## config.mk

```make
export PLATFORM = sky130hd
export DESIGN_NAME = cim_input_sequencer
export DESIGN_NICKNAME = d
export VERILOG_FILES = /design/src/rtl/cim_input_sequencer.sv
export SDC_FILE = /design/constraint.sdc
export NUM_CORES = 1
export LEC_CHECK = 0
export BUFFER_PORTS_ARGS = -buffer_cell sky130_fd_sc_hd__buf_2
export CORE_MARGIN = 8
export CORE_UTILIZATION = 40
export DETAILED_ROUTE_END_ITERATION = 12
export SLEW_MARGIN = 20
export SYNTH_ARGS = -nofsm -noshare
export SYNTH_HDL_FRONTEND = slang
export SYNTH_SLANG_ARGS = --single-unit
```

## constraint.sdc

```tcl
create_clock -name clk -period 12 [get_ports clk]
set_clock_uncertainty 0.2 [all_clocks]
set_input_delay 0 -clock clk [delete_from_list [all_inputs] [get_ports clk]]
set_output_delay 0 -clock clk [all_outputs]
set_load 0.03 [all_outputs]
```

## src/rtl/cim_input_sequencer.sv

```systemverilog
// Bit-serial CIM input sequencer: steps one latched IFM vector through every
// (input bit plane, weight column) pair, wb inner loop, ib outer loop.
module cim_input_sequencer #(
  parameter int BIT_W   = 8,
  parameter int OUY     = 8,
  parameter int BIT_IFM = 8
) (
  input  logic                         clk,
  input  logic                         rst_n,
  input  logic                         in_valid,
  output logic                         in_ready,
  input  logic [OUY*BIT_IFM-1:0]       in_ifm,
  input  logic                         stall,
  output logic [OUY-1:0]               DAC_BITS,
  output logic [$clog2(BIT_W)-1:0]     COL_SEL,
  output logic [BIT_W-1:0]             WEIGHT_BIT_POSITION,
  output logic [$clog2(OUY):0]         ONES_COUNTER,
  output logic [$clog2(BIT_IFM)-1:0]   INPUT_BIT_POSITION,
  output logic                         seq_valid,
  output logic                         seq_last,
  output logic                         busy
);

  localparam int CW = $clog2(BIT_W);
  localparam int IW = $clog2(BIT_IFM);
  localparam int OW = $clog2(OUY) + 1;
  localparam logic [CW-1:0] WB_MAX = CW'(BIT_W - 1);
  localparam logic [IW-1:0] IB_MAX = IW'(BIT_IFM - 1);

  typedef enum logic [0:0] {IDLE = 1'b0, RUN = 1'b1} state_t;

  state_t                  state_r, state_n;
  logic [OUY*BIT_IFM-1:0]  ifm_r, ifm_n;
  logic [IW-1:0]           ib_n;
  logic [CW-1:0]           wb_n;
  logic                    valid_n, new_plane_s, load_s;
  logic [OUY-1:0]          dac_n;
  logic [OW-1:0]           ones_n;
  logic [BIT_W-1:0]        wbp_n;
  logic                    last_n;

  function automatic logic [OUY-1:0] plane_bits(input logic [OUY*BIT_IFM-1:0] v,
                                                input logic [IW-1:0] b);
    logic [OUY-1:0] p;
    p = {OUY{1'b0}};
    for (int r = 0; r < OUY; r++) p[r] = v[r*BIT_IFM + int'(b)];
    return p;
  endfunction

  function automatic logic [OW-1:0] popcount(input logic [OUY-1:0] v);
    logic [OW-1:0] c;
    c = {OW{1'b0}};
    for (int r = 0; r < OUY; r++) c = c + {{(OW-1){1'b0}}, v[r]};
    return c;
  endfunction

  assign in_ready = (state_r == IDLE) || (seq_last && !stall);
  assign busy     = (state_r == RUN);
  assign load_s   = in_valid && in_ready;

  // Next step: accept a vector, advance wb/ib, finish, or hold under stall.
  always_comb begin
    state_n     = state_r;
    ifm_n       = ifm_r;
    ib_n        = INPUT_BIT_POSITION;
    wb_n        = COL_SEL;
    valid_n     = seq_valid;
    new_plane_s = 1'b0;
    if (load_s) begin
      state_n     = RUN;
      ifm_n       = in_ifm;
      ib_n        = {IW{1'b0}};
      wb_n        = {CW{1'b0}};
      valid_n     = 1'b1;
      new_plane_s = 1'b1;
    end else if (state_r == RUN && !stall && !seq_last) begin
      if (COL_SEL == WB_MAX) begin
        wb_n        = {CW{1'b0}};
        ib_n        = INPUT_BIT_POSITION + {{(IW-1){1'b0}}, 1'b1};
        new_plane_s = 1'b1;
      end else begin
        wb_n = COL_SEL + {{(CW-1){1'b0}}, 1'b1};
      end
    end else if (state_r == RUN && !stall) begin
      state_n = IDLE;
      ib_n    = {IW{1'b0}};
      wb_n    = {CW{1'b0}};
      valid_n = 1'b0;
    end else begin
      state_n = state_r;
    end

    // Popcount only refreshes on a plane change; within a plane DAC_BITS is constant.
    if (valid_n) begin
      dac_n  = plane_bits(ifm_n, ib_n);
      ones_n = new_plane_s ? popcount(dac_n) : ONES_COUNTER;
      wbp_n  = {{(BIT_W-1){1'b0}}, 1'b1} << wb_n;
      last_n = (ib_n == IB_MAX) && (wb_n == WB_MAX);
    end else begin
      dac_n  = {OUY{1'b0}};
      ones_n = {OW{1'b0}};
      wbp_n  = {BIT_W{1'b0}};
      last_n = 1'b0;
    end
  end

  // State, vector latch and all aligned step outputs.
  always_ff @(posedge clk or negedge rst_n) begin
    if (!rst_n) begin
      state_r             <= IDLE;
      ifm_r               <= {(OUY*BIT_IFM){1'b0}};
      DAC_BITS            <= {OUY{1'b0}};
      COL_SEL             <= {CW{1'b0}};
      WEIGHT_BIT_POSITION <= {BIT_W{1'b0}};
      ONES_COUNTER        <= {OW{1'b0}};
      INPUT_BIT_POSITION  <= {IW{1'b0}};
      seq_valid           <= 1'b0;
      seq_last            <= 1'b0;
    end else begin
      case (state_n)
        IDLE:    state_r <= IDLE;
        RUN:     state_r <= RUN;
        default: state_r <= IDLE;
      endcase
      ifm_r               <= ifm_n;
      DAC_BITS            <= dac_n;
      COL_SEL             <= wb_n & {CW{valid_n}};
      WEIGHT_BIT_POSITION <= wbp_n;
      ONES_COUNTER        <= ones_n;
      INPUT_BIT_POSITION  <= ib_n & {IW{valid_n}};
      seq_valid           <= valid_n;
      seq_last            <= last_n;
    end
  end

endmodule
```

==> metrics.txt, run 1 <==
outcome complete, no violations; Design Area, Final 0.00622 mm^2; Cell Pwr Density 165 mW/mm^2; Vias 3765; IO Pins 98; DRT Wirelength 12700 um; area of the multi-input gates 0.00213 mm^2; Final Util 54.7%; Synth Flop Type dfrtp_1; Fill cells 1038; initial core utilization 40.8%; P_leak 3.21 nW; Post-CTS Setup Inserts 0; Synth Area per Inst 10.3 um^2; first-pass GRT wire length 20600 um; fmax 0.182 GHz; most common cell after layout, fill and taps aside nand2_1; area grow syn2layout 34.2%; cell row count 39; Crit. End Element flop; CP startpoint COL_SEL[1]; core area 0.0114 mm^2; Die Height 124 um; fin crit share 45.9%; data required time of the worst path 12080 ps; yosys warns 0; share of cells above drive strength 1 26.7%; RSZ-0062 raised after global routing false; Crit Path Category flop to flop; CTS H-tree depth 3; Worst Hold End COL_SEL[1]; setup_tns 0 ps; antenna violations before repair 0; Final Slew Violations 0; Least-Margin Pin Slew 1030 ps; worst reg2reg path endpoint ONES_COUNTER[1]; die area 0.0153 mm^2; #FFs+latches synth 93; CTS tree built; Root Buffer clkbuf_16; drc violations 0; reg2reg start COL_SEL[1]; hold depth 5; number of synthesized flops with an enable pin 0; Longest Clk Path Bufs 2; Tmin final 5510 ps; Post-DRT Antenna Nets 0; R2R Setup Slk 6490 ps; slew margin rel. 31.1%; CP max FO 20; Die X 124 um; clock slew at reported path FFs 70 ps; asr flop ratio synth 100%; Worst Path Arrival 5590 ps; CP startpoint kind flop; most frequent cells in the layout nand2_1 (119), buf_2 (96), dfrtp_1 (93); Register Area 0.00233 mm^2; Num Clock Sinks 93; synthesized area 0.00463 mm^2; All-Layer GR Usage 17.5%; Unique masters post-synth 59; TritonCTS Buffers 9; WL/cell 16.8 um; Post-Syn Nets 531; Final Hold Viols 0; number of global-route vias before repair 4020; hold crit path type primary input to flop; Final HPWL DP 8830 um; gr ovfl total 0; Peak VDD IR 0.106 mV; nets 688; sequential fraction of the synthesis area 50.2%; drt pass-1 iters 4; vias per cell 4.97; Diodes inserted 0; Mapped Cells 452; max-cap viol count 0; Hold WS 101 ps; R2R depth 16; PortBufs 97; clk_lat worst skew 350 ps; drt initial violations 246; global placer's final weighted congestion 0.847; worst hold start stall; Post-DP Area 0.00521 mm^2; largest net degree at the start of global routing 68; Setup Viol. Count Final 0
[logic make-up (layout without fill, tap and decap cells)]
logic type	Yosys count	after routing	synth area share, %
flops	93	93	50.2
mux	43	43	10.7
buf+inv	42	204	4.40
xor+xnor	2	2	0.378
fa+ha+maj	11	11	3.62
compound gates	65	65	11.7
simple gates	196	196	19.0
[layout make-up]
cell class,count,share of cell area [%]
clock buffers,11,4.06
clock inverters,5,1.05
inverters,20,1.21
multi-input cells,317,34.2
flip-flops and latches,93,37.4
well taps,143,2.88
repair buffers,168,19.2
[flip-flops by register name, summed over array words and instances (netlist names)]
register / count
ifm_r: 64
ONES_COUNTER: 4
WEIGHT_BIT_POSITION: 8
seq_valid: 1
DAC_BITS: 8
INPUT_BIT_POSITION: 3
seq_last: 1
busy: 1
COL_SEL: 3
[per-stage QoR]
stage	total power [W]	setup slack (ps)	cells
2_1_floorplan	0.000621	6950	452
3_3_place_gp	0.000706	6680	672
3_5_place_dp	0.000717	6540	672
4_1_cts	0.00104	6500	757
5_1_grt	0.00109	6160	757
6_report	0.00103	6490	757
[Yosys cell counts (2+ instances only)]
| master | number | area [um^2] |
|---|---|---|
| fa_1 | 4 | 80.1 |
| o31a_1 | 2 | 17.5 |
| a21oi_1 | 9 | 45.0 |
| or3_1 | 2 | 12.5 |
| nor3_1 | 7 | 35.0 |
| o22ai_1 | 3 | 18.8 |
| buf_1 | 2 | 7.51 |
| mux2_2 | 26 | 293 |
| dfrtp_1 | 93 | 2330 |
| buf_2 | 7 | 35.0 |
| nand3_1 | 4 | 20.0 |
| a21o_1 | 2 | 15.0 |
| nor2b_1 | 3 | 18.8 |
| nand2_1 | 119 | 447 |
| o211ai_1 | 3 | 22.5 |
| o21a_1 | 2 | 15.0 |
| o21ai_0 | 10 | 50.1 |
| buf_4 | 2 | 15.0 |
| and2_1 | 4 | 25.0 |
| xnor2_1 | 2 | 17.5 |
| clkbuf_1 | 7 | 26.3 |
| mux2_1 | 2 | 22.5 |
| a211oi_1 | 4 | 30.0 |
| a31oi_1 | 2 | 12.5 |
| inv_1 | 20 | 75.1 |
| nor4_1 | 3 | 18.8 |
| mux2i_1 | 9 | 90.1 |
| a2111oi_2 | 5 | 75.1 |
| and3_1 | 5 | 31.3 |
| nand2b_1 | 7 | 43.8 |
| mux2_4 | 6 | 90.1 |
| nor2_1 | 32 | 120 |
| o211a_1 | 6 | 60.1 |
| buf_6 | 4 | 45.0 |
| a211o_1 | 4 | 35.0 |
| ha_1 | 7 | 87.6 |
[worst max-delay path, stage by stage, from the launching register on]
cell and delay [ps]:
dfrtp_1 430, ha_1 210, ha_1 280, nor4b_4 320
o32a_1 760, o211a_1 280, a2111oi_2 50, or3_1 420
fa_1 530, fa_1 430, fa_1 510, inv_1 40
ha_1 180, inv_1 70, fa_1 400, o21ai_0 170
o21a_1 140
[power by group]
part / switching (W) / total [W] / internal (W)
Sequential: 0.0000232 / 0.000380 / 0.000356
Combinational: 0.000196 / 0.000345 / 0.000149
Clock: 0.000126 / 0.000301 / 0.000175
[timing repair]
item / in CTS / in global routing
resized for setup: 0 / 0
hold endpoints to repair: 110 / 0
hold buffers: 69 / 0
[worst max-delay path by stage]
stage	endpoint	slack (ps)	cells after the start
floorplan	ONES_COUNTER[1]	6950	17
global placement	ONES_COUNTER[1]	6680	16
detailed placement	ONES_COUNTER[1]	6540	16
CTS	ONES_COUNTER[1]	6500	16
global route	ONES_COUNTER[1]	6160	17
finish	ONES_COUNTER[1]	6490	16
[per-layer routing]
layer | part of all wire (%) | vias to the layer above | track usage, %
met5 | 0 | - | 0
met2 | 46 | 104 | 27.0
met3 | 6.6 | 20 | 5.49
li1 | - | 1850 | -
met4 | 2.1 | 0 | 6.32
met1 | 45 | 1791 | 22.8
Note: power is estimated with default switching activity, not from simulation.
==> run 2, diff against run 1 <==
- clock period: 12 -> 5.6 ns (I/O delays scaled with it)
==> run 2 against run 1 <==
Against the previous run: final cell count rose by 1.1%; cell area rose by 0.82%; maximum frequency rose by 7.5%; die area did not move; sequential cell count did not move; utilization rose by 0.45 points; routed wire length rose by 0.24%; sequential power rose by 110%; register-to-register slack got worse by 6000 ps; combinational power rose by 120%; count of clock-buffer cells in the layout did not move; worst setup slack got worse by 6000 ps.
==> metrics.txt, run 2 (synthesis gave the netlist of run 1 again) <==
clk_lat worst skew 350 ps (about the same); area grow syn2layout 35.3%; most common cell after layout, fill and taps aside nand2_1; Setup Viol. Count Final 0 (unchanged); P_leak 3.25 nW (+1.2%); drt initial violations 250 (+1.6%); nets 696 (+1.2%); most frequent cells in the layout nand2_1 (119), buf_2 (96), dfrtp_1 (93); antenna violations before repair 0 (unchanged); Cell Pwr Density 350 mW/mm^2 (+110%); initial core utilization 40.8% (unchanged); worst reg2reg path endpoint ONES_COUNTER[2]; CTS H-tree depth 3 (unchanged); Comb pwr share 34.0% (+0.4 points); fin crit share 91.5% (+46 points); Sw Share 33.3% (-0.29 points); largest net degree at the start of global routing 74 (+8.8%); Final Hold Viols 0 (unchanged); drt pass-1 iters 4 (unchanged); slew margin rel. 38.5% (+7.4 points); Worst Hold End COL_SEL[1]; DRT Wirelength 12800 um (+0.24%); vias per cell 5.01 (+0.74%); Post-CTS Setup Inserts 0 (unchanged); cell row count 39 (unchanged); outcome complete, no violations; Regs by FF count ifm_r (64), DAC_BITS (8), WEIGHT_BIT_POSITION (8); RSZ-0062 raised after global routing false; CTS tree built; Hold WS 114 ps (+13.6 ps); hold crit path type primary input to flop; Longest Clk Path Bufs 2 (unchanged); sequential share of power 37.2% (+0.2 points); reg2reg start COL_SEL[1]; worst hold start stall; global placer's final weighted congestion 0.866 (+2.3%); Vias 3833 (+1.8%); Tmin final 5120 ps (-383 ps); drc violations 0 (unchanged); data required time of the worst path 5670 ps (-6410 ps); PortBufs 97 (unchanged); WL/cell 16.7 um (-0.81%); R2R Setup Slk 480 ps (-6020 ps); Biggest register ifm_r; Crit Path Category flop to flop; Root Buffer clkbuf_16; IO Pins 98 (unchanged); switching pwr 0.000731 W (+110%); All-Layer GR Usage 17.9% (+0.42 points); clock slew at reported path FFs 70 ps (about the same); max-cap viol count 0 (unchanged); Clk network pwr share 28.7% (-0.6 points); Die X 124 um (unchanged); Final HPWL DP 9150 um (+3.6%); Final Slew Violations 0 (unchanged); CP max FO 11 (-45%); CP startpoint kind flop; R2R depth 17 (+1); Peak VDD IR 0.224 mV (+110%); fmax 0.195 GHz (+7.5%); Crit. End Element flop; first-pass GRT wire length 21300 um (+3.4%); Diodes inserted 0 (unchanged); setup_tns 0 ps (unchanged); gr ovfl total 0 (unchanged); die area 0.0153 mm^2 (unchanged); number of global-route vias before repair 4112 (+2.3%); Post-DRT Antenna Nets 0 (unchanged); share of cells above drive strength 1 28.0% (+1.3 points); Least-Margin Pin Slew 922 ps (-109 ps); Pint 0.00146 W (+110%); Die Height 124 um (unchanged); number of flip-flops in the largest register 64 (unchanged); Worst Path Arrival 5200 ps (-390 ps); hold depth 5 (unchanged); TritonCTS Buffers 9 (unchanged); Num Clock Sinks 93 (unchanged); core area 0.0114 mm^2 (unchanged)
-- run 2: cell count changes in the layout (fill, tap and decap cells not counted) --
cell	change
o32a_1	-1
dlygate4sd3_1	-1
clkinv_4	-1
clkinv_2	+2
buf_4	+9
inv_6	-1
o32a_2	+1
-- run 2: final cells by class --
cell class / instances / area (um^2)
Clock inverter: 5 / 57.6
Inverter: 20 / 75.1
Tap cell: 143 / 179
Multi-Input combinational cell: 317 / 2130
Sequential cell: 93 / 2330
Clock buffer: 11 / 253
Fill cell: 993 / 5100
Timing Repair Buffer: 176 / 1250
-- run 2: worst max-delay path: stages, from the launching register on --
cell and delay, ps:
dfrtp_1 440, ha_1 230, ha_1 260, nor4b_4 170
o32ai_4 520, mux2_2 400, a211oi_1 280, or3_1 180
fa_1 430, fa_1 520, fa_1 420, inv_1 70
ha_1 150, inv_1 50, fa_1 370, xnor2_1 160
nand2_1 70, a21oi_1 140
-- run 2: how the worst max path moves through the flow --
stage	endpoint	from	depth (start not counted)	slack, ps
2_1_floorplan	ONES_COUNTER[1]	COL_SEL[1]	17	550
3_3_place_gp	ONES_COUNTER[1]	COL_SEL[1]	17	530
3_5_place_dp	ONES_COUNTER[2]	COL_SEL[1]	18	390
4_1_cts	ONES_COUNTER[2]	COL_SEL[1]	18	390
5_1_grt	ONES_COUNTER[1]	COL_SEL[1]	16	100
6_report	ONES_COUNTER[2]	COL_SEL[1]	17	480
-- run 2: power groups by stage --
| stage | clock network, W | registers [W] | logic [W] |
|---|---|---|---|
| floorplan | 0 | 0.000893 | 0.000439 |
| global placement | 0 | 0.000826 | 0.000701 |
| finish | 0.000630 | 0.000817 | 0.000746 |
| global route | 0.000676 | 0.000827 | 0.000840 |
| detailed placement | 0 | 0.000828 | 0.000713 |
| CTS | 0.000646 | 0.000817 | 0.000752 |
-- run 2: routing by layer --
metal	routed length, um	GRT usage (%)	vias up
met2	6070	28.9	93
met5	0	0	-
li1	-	-	1857
met4	171	4.97	0
met1	5800	23.4	1871
met3	726	4.81	12
-- run 2: timing repair --
action,CTS,global route
endpoints found under the setup margin,0,1
hold buffers,68,0
hold endpoints to repair,152,0
resized for setup,0,1
-- run 2: per-stage QoR --
step | worst slack [ps] | util (%) | power, W | cell area (um^2) | std cells
after detailed placement | 389 | 46.4 | 0.00154 | 5280 | 681
after global routing | 95.5 | 55.1 | 0.00234 | 6270 | 765
after global placement | 529 | 46.4 | 0.00153 | 5280 | 681
after CTS | 388 | 55.1 | 0.00221 | 6270 | 765
after floorplan | 554 | - | 0.00133 | 4630 | 452
final | 477 | 55.1 | 0.00219 | 6270 | 765
